## src/rtl/ps2_scan_decoder.sv

```systemverilog
// ps2_scan_decoder
//   Turns completed PS/2 bytes (Scan Code Set 2) into key events. E0 (extended)
//   and F0 (break) prefixes are folded into flags, so one event is produced per
//   key press or release. Events wait in a show-ahead FIFO for the consumer, and
//   the receiver is held off through rx_en_o while that FIFO is full.
//
//   Ports
//     clk_i, rst_i        clock, synchronous active-high reset
//     rx_tick_i           one-cycle byte-ready strobe from the byte receiver
//     rx_data_i[7:0]      received scan code, valid with rx_tick_i
//     rx_start_i          captured frame start bit (0 for a good frame)
//     rx_en_o             receiver enable, low while the FIFO is full
//     evt_valid_o         FIFO holds at least one event
//     evt_ready_i         consumer pop request
//     evt_code_o[7:0]     head event scan code, prefixes removed
//     evt_ext_o           head event was E0-prefixed
//     evt_rel_o           head event is a release
//     evt_ascii_o[7:0]    ASCII of the head event (00 when not mapped)
//     frame_err_o         pulse: a byte was discarded as invalid
//     ovf_o               pulse: an event was lost to a full FIFO
//
//   Build option
//     PS2_ASCII_EN        when defined, evt_ascii_o carries a lookup of the head
//                         event; otherwise it is tied to 00.
module ps2_scan_decoder #(
  parameter int unsigned FIFO_DEPTH  = 4,
  parameter int unsigned TIMEOUT_CYC = 100000
) (
  input  logic       clk_i,
  input  logic       rst_i,
  input  logic       rx_tick_i,
  input  logic [7:0] rx_data_i,
  input  logic       rx_start_i,
  output logic       rx_en_o,
  output logic       evt_valid_o,
  input  logic       evt_ready_i,
  output logic [7:0] evt_code_o,
  output logic       evt_ext_o,
  output logic       evt_rel_o,
  output logic [7:0] evt_ascii_o,
  output logic       frame_err_o,
  output logic       ovf_o
);

  localparam int unsigned PW = $clog2(FIFO_DEPTH);
  localparam int unsigned CW = PW + 1;
  localparam int unsigned TW = ($clog2(TIMEOUT_CYC) > 17) ? $clog2(TIMEOUT_CYC) : 17;
  localparam logic [TW-1:0] TMO_LAST  = TW'(TIMEOUT_CYC - 1);
  localparam logic [CW-1:0] DEPTH_CNT = CW'(FIFO_DEPTH);

  typedef enum logic [1:0] {
    S_IDLE    = 2'd0,
    S_EXT     = 2'd1,
    S_BRK     = 2'd2,
    S_EXT_BRK = 2'd3
  } state_e;

  state_e          state_q, state_d;
  logic [TW-1:0]   tmo_q, tmo_d;
  logic [9:0]      mem_q [FIFO_DEPTH];
  logic [PW-1:0]   rd_q, wr_q;
  logic [CW-1:0]   cnt_q, cnt_d;
  logic            frame_err_q, ovf_q;

  logic            is_e0_s, is_f0_s, byte_bad_s, byte_ok_s, timeout_s;
  logic            push_s;
  logic [9:0]      push_ent_s;
  logic            empty_s, full_s, pop_s, wr_en_s;
  logic [9:0]      head_s;

`ifdef PS2_ASCII_EN
  function automatic logic [7:0] ascii_of(input logic [7:0] code);
    logic [7:0] a;
    case (code)
      8'h1C: a = 8'h41;  8'h32: a = 8'h42;  8'h21: a = 8'h43;  8'h23: a = 8'h44;
      8'h24: a = 8'h45;  8'h2B: a = 8'h46;  8'h34: a = 8'h47;  8'h33: a = 8'h48;
      8'h43: a = 8'h49;  8'h3B: a = 8'h4A;  8'h42: a = 8'h4B;  8'h4B: a = 8'h4C;
      8'h3A: a = 8'h4D;  8'h31: a = 8'h4E;  8'h44: a = 8'h4F;  8'h4D: a = 8'h50;
      8'h15: a = 8'h51;  8'h2D: a = 8'h52;  8'h1B: a = 8'h53;  8'h2C: a = 8'h54;
      8'h3C: a = 8'h55;  8'h2A: a = 8'h56;  8'h1D: a = 8'h57;  8'h22: a = 8'h58;
      8'h35: a = 8'h59;  8'h1A: a = 8'h5A;
      8'h45: a = 8'h30;  8'h16: a = 8'h31;  8'h1E: a = 8'h32;  8'h26: a = 8'h33;
      8'h25: a = 8'h34;  8'h2E: a = 8'h35;  8'h36: a = 8'h36;  8'h3D: a = 8'h37;
      8'h3E: a = 8'h38;  8'h46: a = 8'h39;
      8'h29: a = 8'h20;  8'h5A: a = 8'h0D;  8'h66: a = 8'h08;
      default: a = 8'h00;
    endcase
    return a;
  endfunction
`endif

  // Byte classification and prefix-timeout detection.
  always_comb begin
    is_e0_s    = (rx_data_i == 8'hE0);
    is_f0_s    = (rx_data_i == 8'hF0);
    byte_bad_s = rx_tick_i && (rx_start_i || (rx_data_i == 8'h00) || (rx_data_i == 8'hFF));
    byte_ok_s  = rx_tick_i && !byte_bad_s;
    // A byte arriving on the expiry cycle still counts; timeout needs a quiet cycle.
    timeout_s  = !rx_tick_i && (state_q != S_IDLE) && (tmo_q == TMO_LAST);
  end

  // Prefix FSM: state register.
  always_ff @(posedge clk_i) begin
    if (rst_i) begin
      state_q <= S_IDLE;
    end else begin
      state_q <= state_d;
    end
  end

  // Prefix FSM: next-state logic.
  always_comb begin
    state_d = state_q;
    if (byte_bad_s) begin
      state_d = S_IDLE;
    end else if (byte_ok_s) begin
      case (state_q)
        S_IDLE:    state_d = is_e0_s ? S_EXT : (is_f0_s ? S_BRK : S_IDLE);
        S_EXT:     state_d = is_f0_s ? S_EXT_BRK : (is_e0_s ? S_EXT : S_IDLE);
        S_BRK:     state_d = is_e0_s ? S_EXT_BRK : (is_f0_s ? S_BRK : S_IDLE);
        S_EXT_BRK: state_d = (is_e0_s || is_f0_s) ? S_EXT_BRK : S_IDLE;
        default:   state_d = S_IDLE;
      endcase
    end else if (timeout_s) begin
      state_d = S_IDLE;
    end else begin
      state_d = state_q;
    end
  end

  // Prefix FSM: outputs (event push and its flags).
  always_comb begin
    push_s     = byte_ok_s && !is_e0_s && !is_f0_s;
    push_ent_s = {(state_q == S_EXT) || (state_q == S_EXT_BRK),
                  (state_q == S_BRK) || (state_q == S_EXT_BRK),
                  rx_data_i};
  end

  // Timeout counter next value; runs only while a prefix is pending and idle.
  always_comb begin
    if (rx_tick_i || (state_q == S_IDLE) || timeout_s) begin
      tmo_d = '0;
    end else begin
      tmo_d = tmo_q + TW'(1);
    end
  end

  // FIFO control: a full FIFO still accepts a push when a pop frees a slot.
  always_comb begin
    empty_s = (cnt_q == '0);
    full_s  = (cnt_q == DEPTH_CNT);
    pop_s   = !empty_s && evt_ready_i;
    wr_en_s = push_s && (!full_s || pop_s);
    case ({wr_en_s, pop_s})
      2'b10:   cnt_d = cnt_q + CW'(1);
      2'b01:   cnt_d = cnt_q - CW'(1);
      default: cnt_d = cnt_q;
    endcase
  end

  // Counter, FIFO pointers and registered pulse outputs.
  always_ff @(posedge clk_i) begin
    if (rst_i) begin
      tmo_q       <= '0;
      rd_q        <= '0;
      wr_q        <= '0;
      cnt_q       <= '0;
      frame_err_q <= 1'b0;
      ovf_q       <= 1'b0;
    end else begin
      tmo_q       <= tmo_d;
      cnt_q       <= cnt_d;
      frame_err_q <= byte_bad_s;
      ovf_q       <= push_s && full_s && !pop_s;
      if (pop_s) begin
        rd_q <= rd_q + PW'(1);
      end
      if (wr_en_s) begin
        wr_q <= wr_q + PW'(1);
      end
    end
  end

  // FIFO storage; cleared on reset so the empty head reads as zero.
  always_ff @(posedge clk_i) begin
    if (rst_i) begin
      for (int unsigned i = 0; i < FIFO_DEPTH; i++) begin
        mem_q[i] <= '0;
      end
    end else if (wr_en_s) begin
      mem_q[wr_q] <= push_ent_s;
    end
  end

  assign head_s      = mem_q[rd_q];
  assign evt_valid_o = !empty_s;
  assign rx_en_o     = !full_s;
  assign evt_ext_o   = head_s[9];
  assign evt_rel_o   = head_s[8];
  assign evt_code_o  = head_s[7:0];
  assign frame_err_o = frame_err_q;
  assign ovf_o       = ovf_q;

`ifdef PS2_ASCII_EN
  assign evt_ascii_o = head_s[9] ? 8'h00 : ascii_of(head_s[7:0]);
`else
  assign evt_ascii_o = 8'h00;
`endif

endmodule

```

## config.mk

```make
export PLATFORM = sky130hd
export DESIGN_NAME = ps2_scan_decoder
export DESIGN_NICKNAME = d
export VERILOG_FILES = /design/src/rtl/ps2_scan_decoder.sv
export SDC_FILE = /design/constraint.sdc
export NUM_CORES = 1
export LEC_CHECK = 0
export BUFFER_PORTS_ARGS = -buffer_cell sky130_fd_sc_hd__buf_2
export CAP_MARGIN = 20
export CORE_MARGIN = 2
export CORE_UTILIZATION = 55
export CTS_CLUSTER_SIZE = 20
export DETAILED_ROUTE_END_ITERATION = 7
export PLACE_DENSITY = 0.74
export SETUP_SLACK_MARGIN = 0.3
export SYNTH_ARGS = -nofsm -noshare
export SYNTH_HDL_FRONTEND = slang
export SYNTH_SLANG_ARGS = --single-unit
```

## constraint.sdc

```tcl
create_clock -name clk_i -period 5.4 [get_ports clk_i]
set_input_delay 0.54 -clock clk_i [delete_from_list [all_inputs] [get_ports clk_i]]
set_output_delay 0.54 -clock clk_i [all_outputs]
set_load 0.03 [all_outputs]
```

==> impl_summary.txt <==
----------------------------------------------------
[Power]
  Maximum ir drop on the vdd rail ... ~0.00018 V
  Power density cells ... around 380 mW/mm2
  Leakage power ... roughly 1.2 nW

[Worst setup path]
  Setup CP Type ... in -> reg
  Data arrival at the endpoint of the critical path ... around 3500 ps
  Buffers & Inverters on Critical Path ... 2
  Worst path slowest cell ... sky130_fd_sc_hd__o21ai_1
  Crit end category ... flip-flop
  Crit Path Max Fanout ... 12
  Worst Path Required ... approximately 5700 ps
  Startpoint type of the worst setup path ... input port
  Maximum single-stage delay on the critical path ... roughly 800 ps
  Cell type group with the largest total delay on the critical path ... compound AO/OA/AOI/OAI gates
  Crit-path cells ... buf_2, nor4_1, a211oi_2, o21ai_1, ha_1, inv_1, fa_1, xor2_1, or3_1, a21oi_1

[Min path]
  Hold Crit Class ... reg -> reg

[Clock network]
  Number of H-tree levels ... 3
  Number of sinks handled by clock tree synthesis ... 70
  TritonCTS clock tree ... yes
  Post-cts sizing count ... 0
  Master cell of the clock root buffer ... sky130_fd_sc_hd__clkbuf_8
  Clk Latency, worst-skew pair ... between 300 and 400 ps
  Total setup buffers inserted after CTS ... 0
  Hold buffer count at cts ... 0
  Clock tree buffer depth ... 2
  Clock transition at path regs ... 70 ps
  Number of CTS-inserted buffers ... 9

[Yosys]
  Count of flip-flops with a built-in enable after synthesis ... 40
  Post-Synthesis Cell Area ... 0.00331 mm2
  Number of synthesized register bits ... 70
  Most common flop cell mapped by yosys ... sky130_fd_sc_hd__edfxtp_1
  YS warnings ... 0
  Largest area contributor in the synthesized netlist ... sky130_fd_sc_hd__edfxtp_1
  Cells after Synth ... ~280
  FFs w/ async S/R, synth ... 0%
  Proportion of netlist area held by the largest area contributor ... between 30 and 40%
  Post-Syn Area per Cell ... around 12 um2
  Portion of the post-synthesis area used by sequential elements ... between 50 and 60%
  Area contributors post-synth ... sky130_fd_sc_hd__edfxtp_1 36%, sky130_fd_sc_hd__dfxtp_1 18%, sky130_fd_sc_hd__mux4_2 6.8%
  Netlist cell types ... between 40 and 50

[STA]
  Final-layout setup total negative slack ... 0 ps
  Skew final ... approximately 5.3 ps
  RSZ-0062 raised after global routing ... false
  Minimum hold slack ... approximately 470 ps
  Minimum clock period ... 3230 ps
  Part of the cycle the worst path needs ... 59.8%
  Worst rel slew slack ... 30.7%
  Slew of the pin with the lowest slew margin ... slightly above 1000 ps
  Count of endpoints failing hold in the final timing report ... 0
  Final setup vio count ... 0
  Final slew viol count ... 0
  Fmax ... 0.310 GHz

[Cells and area]
  Final antenna diode count ... 0
  Post-layout nets ... between 300 and 400
  Fill cells ... 458
  Ratio of cells with drive above 1 in the final layout ... a little under a quarter
  Non-filler instance count after layout ... roughly 390
  Register Area ... 0.00180 mm2
  Synthesis-to-layout area growth ... 9.31%
  Total area of multi-input combinational cells ... about 0.0014 mm2

[Outcome]
  Outcome ... finished, final reports clean

[Detailed routing]
  Routed via count divided by cell count ... approximately 5.5
  DRC viols ... 0
  Total detailed-routing wirelength ... a little over 6000 um
  DRC marker count from the first detailed-route iteration ... approximately 100
  Detailed Routing Iterations Pass 1 ... 4
  Average routed wire per standard cell ... ~16 um
  Routed Antenna Nets ... 0
  Vias after detailed routing ... around 2100

[Global routing]
  First-pass GRT wire length ... slightly below 10000 um
  Number of antenna violations at the first check in global routing ... 0
  Total overflow reported by the global router ... 0
  Global-route usage over all layers ... 20.3%
  Pin count of the biggest net entering global routing ... 29
  Number of global-route vias before repair ... just over 2000

[Job]
  Number of max-cap violations ... 0

[Place]
  HPWL after detailed placement ... ~4200 um
  Placed cell count ... 372
  RePlAce Congestion ... 0.843
  Port bufs ... 26

[Die]
  # rows ... 28
  Starting density of the core ... 56.5%
  Number of ports placed on the die boundary ... 35
  Core ar. ... about 0.0059 mm2
  Die W ... 81.5 um
  Die footprint ... between 0.006 and 0.007 mm2
  Floorplan die height ... 81.5 um

----------------------------------------------------
==> state kept, by name (all words and copies together) (netlist names), named ones only <==
signal	count
frame_err_o	1
mem_q	40
state_q	2
tmo_q	17
cnt_q	3
rd_q	2
wr_q	2
ovf_o	1
==> layer usage <==
| metal | share of wire (%) | routed length [um] | global-route usage [%] | vias to the layer above |
|---|---|---|---|---|
| met2 | 48 | 2980 | 33.6 | 78 |
| met1 | 43 | 2680 | 24.9 | 1009 |
| li1 | - | - | - | 1048 |
| met5 | 0 | 0 | 0 | - |
| met4 | 1.3 | 80 | 9.32 | 0 |
| met3 | 6.8 | 420 | 5.16 | 8 |
==> through the flow <==
stage          total power, mW  util [%]  area [um2]  setup WS (ps)
2_1_floorplan            0.912         -        3330           2650
3_3_place_gp             0.981      58.6        3430           2000
3_5_place_dp             0.987      58.6        3430           1870
5_1_grt                   1.44      61.8        3610           2010
4_1_cts                   1.39      61.8        3610           2220
6_report                  1.38      61.8        3610           2170
==> Yosys cell counts, types with 2 or more instances <==
cell type / number
sky130_fd_sc_hd__edfxtp_1: 40
sky130_fd_sc_hd__o21ai_0: 5
sky130_fd_sc_hd__nor4_1: 3
sky130_fd_sc_hd__buf_4: 8
sky130_fd_sc_hd__and4_1: 4
sky130_fd_sc_hd__o21bai_1: 2
sky130_fd_sc_hd__mux4_2: 10
sky130_fd_sc_hd__nor2_2: 2
sky130_fd_sc_hd__nor2b_1: 2
sky130_fd_sc_hd__nand4_1: 4
sky130_fd_sc_hd__and2_1: 2
sky130_fd_sc_hd__nand3_1: 6
sky130_fd_sc_hd__inv_1: 7
sky130_fd_sc_hd__buf_6: 2
sky130_fd_sc_hd__nor2_1: 50
sky130_fd_sc_hd__or3_1: 6
sky130_fd_sc_hd__clkbuf_1: 4
sky130_fd_sc_hd__a41oi_1: 2
sky130_fd_sc_hd__nor2_4: 8
sky130_fd_sc_hd__and4_4: 2
sky130_fd_sc_hd__nor3_1: 12
sky130_fd_sc_hd__nand2_1: 7
sky130_fd_sc_hd__xor2_1: 9
sky130_fd_sc_hd__dfxtp_1: 30
sky130_fd_sc_hd__a21oi_1: 8
sky130_fd_sc_hd__buf_2: 5
sky130_fd_sc_hd__ha_1: 2
sky130_fd_sc_hd__o211ai_1: 2
sky130_fd_sc_hd__a211oi_2: 2
sky130_fd_sc_hd__mux2_2: 2
sky130_fd_sc_hd__xnor2_1: 6
sky130_fd_sc_hd__nand2b_1: 14
==> kinds of logic after synthesis <==
kind of cell | count (synthesis) | share of synthesized area [%]
flip-flops | 70 | 54.5
XOR/XNOR | 15 | 3.97
other | 1 | 0.113
buffers and inverters | 28 | 5.22
AND/OR/NAND/NOR | 129 | 22.2
adder cells (fa/ha/maj) | 3 | 1.36
multiplexers | 12 | 7.49
AO/OA/AOI/OAI | 25 | 5.15
==> cell usage in the layout (no fill, tap or decap), drive strengths merged, types with 3 or more instances in the layout <==
| master | Yosys | routed |
|---|---|---|
| nor2 | 60 | 60 |
| clkbuf | 4 | 9 |
| nand3 | 6 | 6 |
| clkinvlp | 0 | 3 |
| and4 | 6 | 6 |
| nand2 | 7 | 7 |
| nor4 | 4 | 4 |
| dfxtp | 30 | 30 |
| buf | 17 | 28 |
| nand2b | 14 | 14 |
| a21oi | 8 | 8 |
| or3 | 6 | 6 |
| clkinv | 0 | 3 |
| xor2 | 9 | 9 |
| mux4 | 10 | 10 |
| o21ai | 7 | 7 |
| nor3 | 12 | 12 |
| nand4 | 4 | 4 |
| inv | 7 | 7 |
| edfxtp | 40 | 40 |
| conb | 1 | 8 |
| xnor2 | 6 | 6 |
==> worst reg2reg max path: cells and delay by family (launching register included) <==
| kind | cells | cell delay, ps |
|---|---|---|
| compound gates | 2 | 700 |
| xor+xnor | 1 | 160 |
| fa+ha+maj | 2 | 710 |
| buf+inv | 1 | 70 |
| flops | 1 | 350 |
| simple gates | 2 | 920 |
==> final timing paths <==
check	startpoint	end	slack, ps	depth (start not counted)
setup / recovery	rx_data_i[4]	cnt_q[2]$_SDFFE_PP0P_	2170	10
hold / removal	tmo_q[0]$_SDFF_PP0_	tmo_q[0]$_SDFF_PP0_	470	1
setup reg to reg	cnt_q[0]$_SDFFE_PP0P_	cnt_q[2]$_SDFFE_PP0P_	2420	8
hold reg to reg	tmo_q[0]$_SDFF_PP0_	tmo_q[0]$_SDFF_PP0_	470	1
==> area by class of cell <==
type                       instances  area share (%)
clock inverter                     7            1.80
clock buffer                       9            3.43
tap                               75            2.60
timing repair buffer              28            4.02
sequential                        70            49.8
inverter                           7           0.727
multi-input combinational        192            37.6
==> power by group <==
| group | switching [mW] | internal, mW |
|---|---|---|
| sequential | 0.0507 | 0.612 |
| clock | 0.196 | 0.209 |
| combinational | 0.186 | 0.124 |
| total | 0.433 | 0.945 |
No activity file was read; power rests on OpenSTA's default activity.
